==> src/rtl/uart_rx_cfg.sv <==
// Configurable UART receiver: mid-bit sampling, optional parity, 1 or 2 stop bits.
// The 2-flop synchronized line drives every decision; results are registered on the final stop sample.
module uart_rx_cfg #(
  parameter int CLKS_PER_BIT = 868,
  parameter int DATA_BITS    = 8,
  parameter int PARITY       = 0,
  parameter int STOP_BITS    = 1
) (
  input  logic                 clk,
  input  logic                 rst_n,
  input  logic                 rx,
  output logic [DATA_BITS-1:0] data_out,
  output logic                 valid_out,
  output logic                 parity_err,
  output logic                 frame_err,
  output logic                 busy
);

  localparam int CNT_W   = $clog2(CLKS_PER_BIT);
  localparam int IDX_MAX = (DATA_BITS > STOP_BITS) ? DATA_BITS : STOP_BITS;
  localparam int IDX_W   = $clog2(IDX_MAX);

  localparam logic [CNT_W-1:0] CNT_LAST       = CNT_W'(CLKS_PER_BIT - 1);
  localparam logic [CNT_W-1:0] CNT_MID        = CNT_W'(CLKS_PER_BIT / 2 - 1);
  localparam logic [IDX_W-1:0] IDX_DATA_LAST  = IDX_W'(DATA_BITS - 1);
  localparam logic [IDX_W-1:0] IDX_STOP_LAST  = IDX_W'(STOP_BITS - 1);
  localparam logic             ODD_PAR        = (PARITY == 1);

  typedef enum logic [2:0] {StIdle, StStart, StData, StPar, StStop} state_t;

  state_t                 r_state, w_state_nxt;
  logic                   r_rx_meta, r_rx_s;
  logic [CNT_W-1:0]       r_cnt, w_cnt_nxt;
  logic [IDX_W-1:0]       r_idx, w_idx_nxt;
  logic [DATA_BITS-1:0]   r_shift, w_shift_nxt;
  logic                   r_perr, w_perr_nxt;
  logic                   r_ferr, w_ferr_nxt;
  logic                   r_armed, w_armed_nxt;
  logic                   w_tick, w_done, w_par_bad;

  assign w_tick    = (r_cnt == CNT_LAST);
  assign w_par_bad = ((^r_shift) ^ r_rx_s) != ODD_PAR;
  assign busy      = (r_state != StIdle);

  always_comb begin
    w_state_nxt = r_state;
    w_cnt_nxt   = r_cnt;
    w_idx_nxt   = r_idx;
    w_shift_nxt = r_shift;
    w_perr_nxt  = r_perr;
    w_ferr_nxt  = r_ferr;
    w_armed_nxt = r_armed;
    w_done      = 1'b0;
    unique case (r_state)
      StIdle: begin
        w_cnt_nxt = '0;
        w_idx_nxt = '0;
        // After a break the line must be seen high before a new start is taken.
        if (r_rx_s) begin
          w_armed_nxt = 1'b1;
        end else if (r_armed) begin
          w_state_nxt = StStart;
          w_perr_nxt  = 1'b0;
          w_ferr_nxt  = 1'b0;
        end
      end
      StStart: begin
        if (r_cnt == CNT_MID) begin
          w_cnt_nxt   = '0;
          w_state_nxt = r_rx_s ? StIdle : StData;
        end else begin
          w_cnt_nxt = r_cnt + 1'b1;
        end
      end
      StData: begin
        if (w_tick) begin
          w_cnt_nxt   = '0;
          w_shift_nxt = {r_rx_s, r_shift[DATA_BITS-1:1]};
          if (r_idx == IDX_DATA_LAST) begin
            w_idx_nxt   = '0;
            w_state_nxt = (PARITY != 0) ? StPar : StStop;
          end else begin
            w_idx_nxt = r_idx + 1'b1;
          end
        end else begin
          w_cnt_nxt = r_cnt + 1'b1;
        end
      end
      StPar: begin
        if (w_tick) begin
          w_cnt_nxt   = '0;
          w_perr_nxt  = w_par_bad;
          w_state_nxt = StStop;
        end else begin
          w_cnt_nxt = r_cnt + 1'b1;
        end
      end
      StStop: begin
        if (w_tick) begin
          w_cnt_nxt = '0;
          if (!r_rx_s) w_ferr_nxt = 1'b1;
          if (r_idx == IDX_STOP_LAST) begin
            w_idx_nxt   = '0;
            w_state_nxt = StIdle;
            w_armed_nxt = r_rx_s;
            w_done      = 1'b1;
          end else begin
            w_idx_nxt = r_idx + 1'b1;
          end
        end else begin
          w_cnt_nxt = r_cnt + 1'b1;
        end
      end
      default: w_state_nxt = StIdle;
    endcase
  end

  always_ff @(posedge clk) begin
    if (!rst_n) begin
      r_rx_meta  <= 1'b1;
      r_rx_s     <= 1'b1;
      r_state    <= StIdle;
      r_cnt      <= '0;
      r_idx      <= '0;
      r_shift    <= '0;
      r_perr     <= 1'b0;
      r_ferr     <= 1'b0;
      r_armed    <= 1'b0;
      data_out   <= '0;
      valid_out  <= 1'b0;
      parity_err <= 1'b0;
      frame_err  <= 1'b0;
    end else begin
      r_rx_meta <= rx;
      r_rx_s    <= r_rx_meta;
      r_state   <= w_state_nxt;
      r_cnt     <= w_cnt_nxt;
      r_idx     <= w_idx_nxt;
      r_shift   <= w_shift_nxt;
      r_perr    <= w_perr_nxt;
      r_ferr    <= w_ferr_nxt;
      r_armed   <= w_armed_nxt;
      valid_out <= w_done;
      if (w_done) begin
        data_out   <= r_shift;
        parity_err <= w_perr_nxt;
        frame_err  <= w_ferr_nxt;
      end
    end
  end

endmodule

==> config.mk <==
export PLATFORM = sky130hd
export DESIGN_NAME = uart_rx_cfg
export DESIGN_NICKNAME = d
export VERILOG_FILES = /design/src/rtl/uart_rx_cfg.sv
export SDC_FILE = /design/constraint.sdc
export NUM_CORES = 1
export LEC_CHECK = 0
export BUFFER_PORTS_ARGS = -buffer_cell sky130_fd_sc_hd__buf_4
export CAP_MARGIN = 20
export CORE_MARGIN = 4
export CORE_UTILIZATION = 45
export CTS_CLUSTER_SIZE = 28
export DETAILED_ROUTE_END_ITERATION = 10
export GPL_ROUTABILITY_DRIVEN = 0
export PLACE_DENSITY = 0.65
export SKIP_LAST_GASP = 1
export SLEW_MARGIN = 5
export SYNTH_ARGS = -nofsm -noshare
export SYNTH_HDL_FRONTEND = slang
export SYNTH_SLANG_ARGS = --single-unit
export TNS_END_PERCENT = 1
==> constraint.sdc <==
create_clock -name clk -period 2.05 [get_ports clk]
set_clock_uncertainty 0.15 [all_clocks]
set_input_delay 0.615 -clock clk [delete_from_list [all_inputs] [get_ports clk]]
set_output_delay 0.615 -clock clk [all_outputs]
set_load 0.02 [all_outputs]
Word-level counts from Yosys, hierarchy flattened:

Cells that the tools add are included.

* input port bits: 3
* flip-flop bits (word level): 40
* output and inout bits: 12

* bitwise gates (word level): 1
* add/sub/neg operators: 2
* equal/unequal tests: 16
* muxes and demuxes: 34
* reduce and logical (&&, ||, !) cells: 12

Operators with widths (count)
* $mux W3: 12
* $pmux W10 S3: 1
* $mux W10: 2
* $ne A2 B2 Y1 const B: 9
* $pmux W3 S5: 1
* $mux W1: 13
* $add A10 B1 Y10 const B: 1
* $eq A10 B10 Y1 const B: 1
* $eq A10 B9 Y1 const B: 1
* $pmux W3 S3: 1
* $reduce_bool A3 Y1: 3
* $reduce_and A8 Y1: 1
* $reduce_xor A8 Y1: 1
* $eq A3 B2 Y1 const B: 2
* $eq A3 B3 Y1 const B: 2
* $logic_not A3 Y1: 2
* $pmux W1 S2: 3
* $reduce_and A4 Y1: 1
* $add A3 B1 Y3 const B: 1
* $eq A3 B1 Y1 const B: 1
* $reduce_and A3 Y1: 1
* $reduce_or A3 Y1: 1
* $mux W2: 1
* $reduce_and A2 Y1: 1
* 2 further kinds: 2

Logic depth before layout (Yosys ltp):

* depth after elaboration: 4
* gate-level depth with buffers: 8
* depth with buffers taken out: 7

Worst setup path after synthesis:

Ideal clock, no wire load.

* kind: register -> register
* from: register r_cnt[2]
* to: register data_out[0]
* arrival time: 1.978 ns
* setup slack: -0.206 ns
* setup time: 0.128 ns
* stages on the path, launching flop included: 8
* cells stage by stage: dfxtp_1 > or3b_4 > or3_1 > buf_6 > nor3_2 > buf_4 > mux2i_1 > nor2_1

* word-level cells in the longest chain between the ends: 3

RTL lines
* start: declaration: line 33 `logic [CNT_W-1:0] r_cnt, w_cnt_nxt;`
* start signal: assignment: line 137 `r_cnt <= w_cnt_nxt;`
* $eq A10 B10 Y1: line 41 `assign w_tick = (r_cnt == CNT_LAST);`
* $mux W1: line 99 `if (w_tick) begin`
* $mux W1: line 54 `unique case (r_state)`
* end signal: assignment: line 145 `data_out <= r_shift;`
* end: declaration: line 12 `output logic [DATA_BITS-1:0] data_out,`

Every way passes these cells.
A chain may end at the register's enable or synchronous reset.

Worst setup path after layout:

* from: register r_cnt[3]
* to: register r_idx[2]

* word-level cells in the longest chain between the ends: 3
* elaborated cells between the ends (all ways): 4
* classes of those cells: 3 x eq/ne; 1 x reduce/logical

RTL lines
* $eq A10 B10 Y1 (*): line 41
* $ne A2 B2 Y1 (no line)
* $reduce_and A3 Y1 (no line) (*)
* end signal: assignment: line 138 `r_idx <= w_idx_nxt;`
* end: declaration: line 34 `logic [IDX_W-1:0] r_idx, w_idx_nxt;`

Every way passes the cells marked *; elsewhere a longest branch is shown, timed or not.

==> impl_metrics.toml <==
[finish]
fin_util_pct = 58.4
fill_cells = 367
multiInputGateArea_um2 = 1040
antennaDiodeCount = 0
fin_nets = 262
area_growth_pct = 24.1
seq_area_um2 = 805
drive_above_1_share_pct = 24.3

[synth]
synth.distinct_cells = 50
synth.top_cells.by_area = "dfxtp_1 (42%), mux2i_1 (6.3%), nor2_1 (5.1%), nand2_1 (4.9%), a21oi_1 (3.7%)"
ys_warn_count = 0
synth_area_per_cell_um2 = 8.75
yosysMostFrequentCell = "dfxtp_1"
synth.top_cell.area_share_pct = 42.0
ys_seq_area_share_pct = 42.0
synth_ff_type = "dfxtp_1"
syn-instance-count = 218
ys_seq_elements = 40
synth_edf_count = 0
async_flop_share_pct = 0
synth.top_cells.by_count = "dfxtp_1 (40), nor2_1 (26), nand2_1 (25), a21oi_1 (14), mux2i_1 (12)"
synth_area_um2 = 1910
synth_nets = 226
yosysTopAreaCell = "dfxtp_1"

[power]
p_int_uw = 1200
switchingPower_uw = 307
total_power_uw = 1500
power.density_nw_per_um2 = 635
power.leakage_uw = 0.000930
ir_drop_uv = 411
comb_power_share_pct = 2.9
clkPwrFrac_pct = 45.1
switching_share_pct = 20.4
p_seq_share_pct = 52.0

[sta]
fin_crit_sh_pct = 104
final_max_slew_viol_count = 0
min_period_ns = 2.14
setup_ws_ns = -0.0868
maxSlewHeadroom_pct = 68.2
finalHoldViolCount = 0
max_freq_mhz = 468
final-setup-viol-count = 28
worst_slew_pin_slew_ns = 0.476
rsz0062_at_grt = "true"

[placement]
dp_slack_ns = -0.189
hpwlAfterDp_um = 2840
io_buffer_count = 14

[grt]
antenna_found_initial = 0
grt_first_pass_wirelength_um = 6650
grt_pass1_vias = 1445
grt-ovfl-total = 0
grt_usage_pct = 16.0
grt_max_degree = 19

[clock_network]
ctsRootBufferMaster = "clkbuf_8"
clockBufferDepth = 2
clkTransAtPathRegs_ns = 0.08
h-tree-depth = 2
clkSinkCount = 40
cts_tree = "done"
clock_latency_ns = 0.29
holdBufCountCts = 0
cts_buffers = 5

[route]
vias = 1565
drc_errors = 0
drt-initial-drc-count = 50
wl_per_cell_um = 13.0
viasPerCell = 5.13
antenna_left = 0
drt-total-wl_um = 3950
dr.pass1.iters = 4

[die]
initial_core_util_pct = 47.0
design.portCount = 15
die_area_um2 = 5350
die_h_um = 73.1
die_x_um = 73.1
core_um2 = 4060
std_cell_rows = 23

[run]
drv_cap = 0

[status]
status = "complete, but fails checks"
violations = "negative setup slack"

[worst_setup_path]
start_kind = "flop"
cp-end-kind = "flop"
arrival_ns = 2.17
crit_type = "reg2reg"
crit_fanout = 8
worstPathRequired_ns = 2.08

[worst_hold_path]
hold_class = "reg2reg"
-- final timing paths --
check / start / end / slack [ns] / depth (start not counted)
hold reg to reg: r_rx_meta$_SDFF_PN1_ / r_rx_s$_SDFF_PN1_ / 0.27 / 1
setup reg to reg: r_cnt[3]$_SDFFE_PN0P_ / r_idx[2]$_SDFFE_PN0P_ / -0.09 / 5
setup / recovery: r_cnt[3]$_SDFFE_PN0P_ / r_idx[2]$_SDFFE_PN0P_ / -0.09 / 5
hold / removal: r_rx_meta$_SDFF_PN1_ / r_rx_s$_SDFF_PN1_ / 0.27 / 1
-- critical path: stages (launching register included) --
cell	delay, ns
dfxtp_2	0.32
or3b_4	0.39
or3_4	0.44
maj3_2	0.31
or2_1	0.28
mux2i_1	0.14
-- flip-flops by register name, summed over array words and instances, names as in the netlist --
signal      cells
r_cnt          10
data_out        8
r_shift         8
r_idx           3
r_state         3
frame_err       1
parity_err      1
r_armed         1
r_ferr          1
r_perr          1
r_rx_meta       1
r_rx_s          1
valid_out       1
-- routing by layer --
layer / up-vias / part of all wire [%] / global-route usage, %
li1: 819 / - / -
met1: 720 / 52 / 21.9
met2: 21 / 43 / 24.5
met3: 5 / 3.5 / 4.55
met4: 0 / 1.3 / 4.92
met5: - / 0 / 0
-- per-stage QoR --
stage / std cells / cell area [µm²] / setup TNS (ns) / hold WS (ns)
detailed placement: 296 / 2220 / -3.01 / 0.248
floorplan: 218 / 1920 / -2.60 / 0.236
global placement: 296 / 2220 / -2.18 / 0.239
global route: 305 / 2370 / -3.69 / 0.295
finish: 305 / 2370 / -1.05 / 0.266
CTS: 305 / 2360 / -0.983 / 0.268
-- cell families after synthesis --
group	synth area share, %
AOI/OAI and AO/OA	10.1
xor gates and xnor gates	7.15
adders and majority gates	3.87
buffers and inverters	4.79
DFF	42.0
muxes	6.89
and+or+nand+nor	25.2
-- cell type report --
| class | count | share of cell area, % |
|---|---|---|
| Multi-Input combinational cell | 157 | 43.8 |
| Clock buffer | 6 | 3.49 |
| Timing Repair Buffer | 41 | 13.0 |
| Tap cell | 50 | 2.64 |
| Inverter | 9 | 1.43 |
| Clock inverter | 2 | 1.64 |
| Sequential cell | 40 | 34.0 |
-- power by group through the flow --
stage          clock network [µW]  registers (µW)  logic, µW
4_1_cts                       701             782       44.7
2_1_floorplan                   0             800       25.8
6_report                      678             782       44.1
3_5_place_dp                    0             801       44.3
5_1_grt                       724             783       49.7
3_3_place_gp                    0             801       44.1
-- what timing repair did --
item | in CTS | in global routing
setup endpoints to repair | 29 | 36
resized for setup | 3 | 1
setup buffers | 1 | 0
hold endpoints to repair | 0 | 0
gates cloned | 0 | 0
pin swaps | 3 | 0
-- placed cells by master (no fill, tap or decap), types with 2 or more instances in the layout --
cell      Yosys  routed
mux2i_1      12      12
dfxtp_1      40      37
a31oi_1       2       2
dfxtp_2       0       3
ha_1          5       5
nor3_1        4       4
buf_4         1      41
a21oi_1      14      14
nor3b_1       4       4
o21ai_0       3       3
xor2_1        5       5
inv_1         8       8
nor2_1       26      25
xnor2_1       8       8
and2_1        2       2
nand2b_1      8       8
nand4_1       4       4
nand2_1      25      25
clkbuf_8      0       6
nand4b_1      2       2
nand3_1       5       5
(Power assumes the default switching activity.)
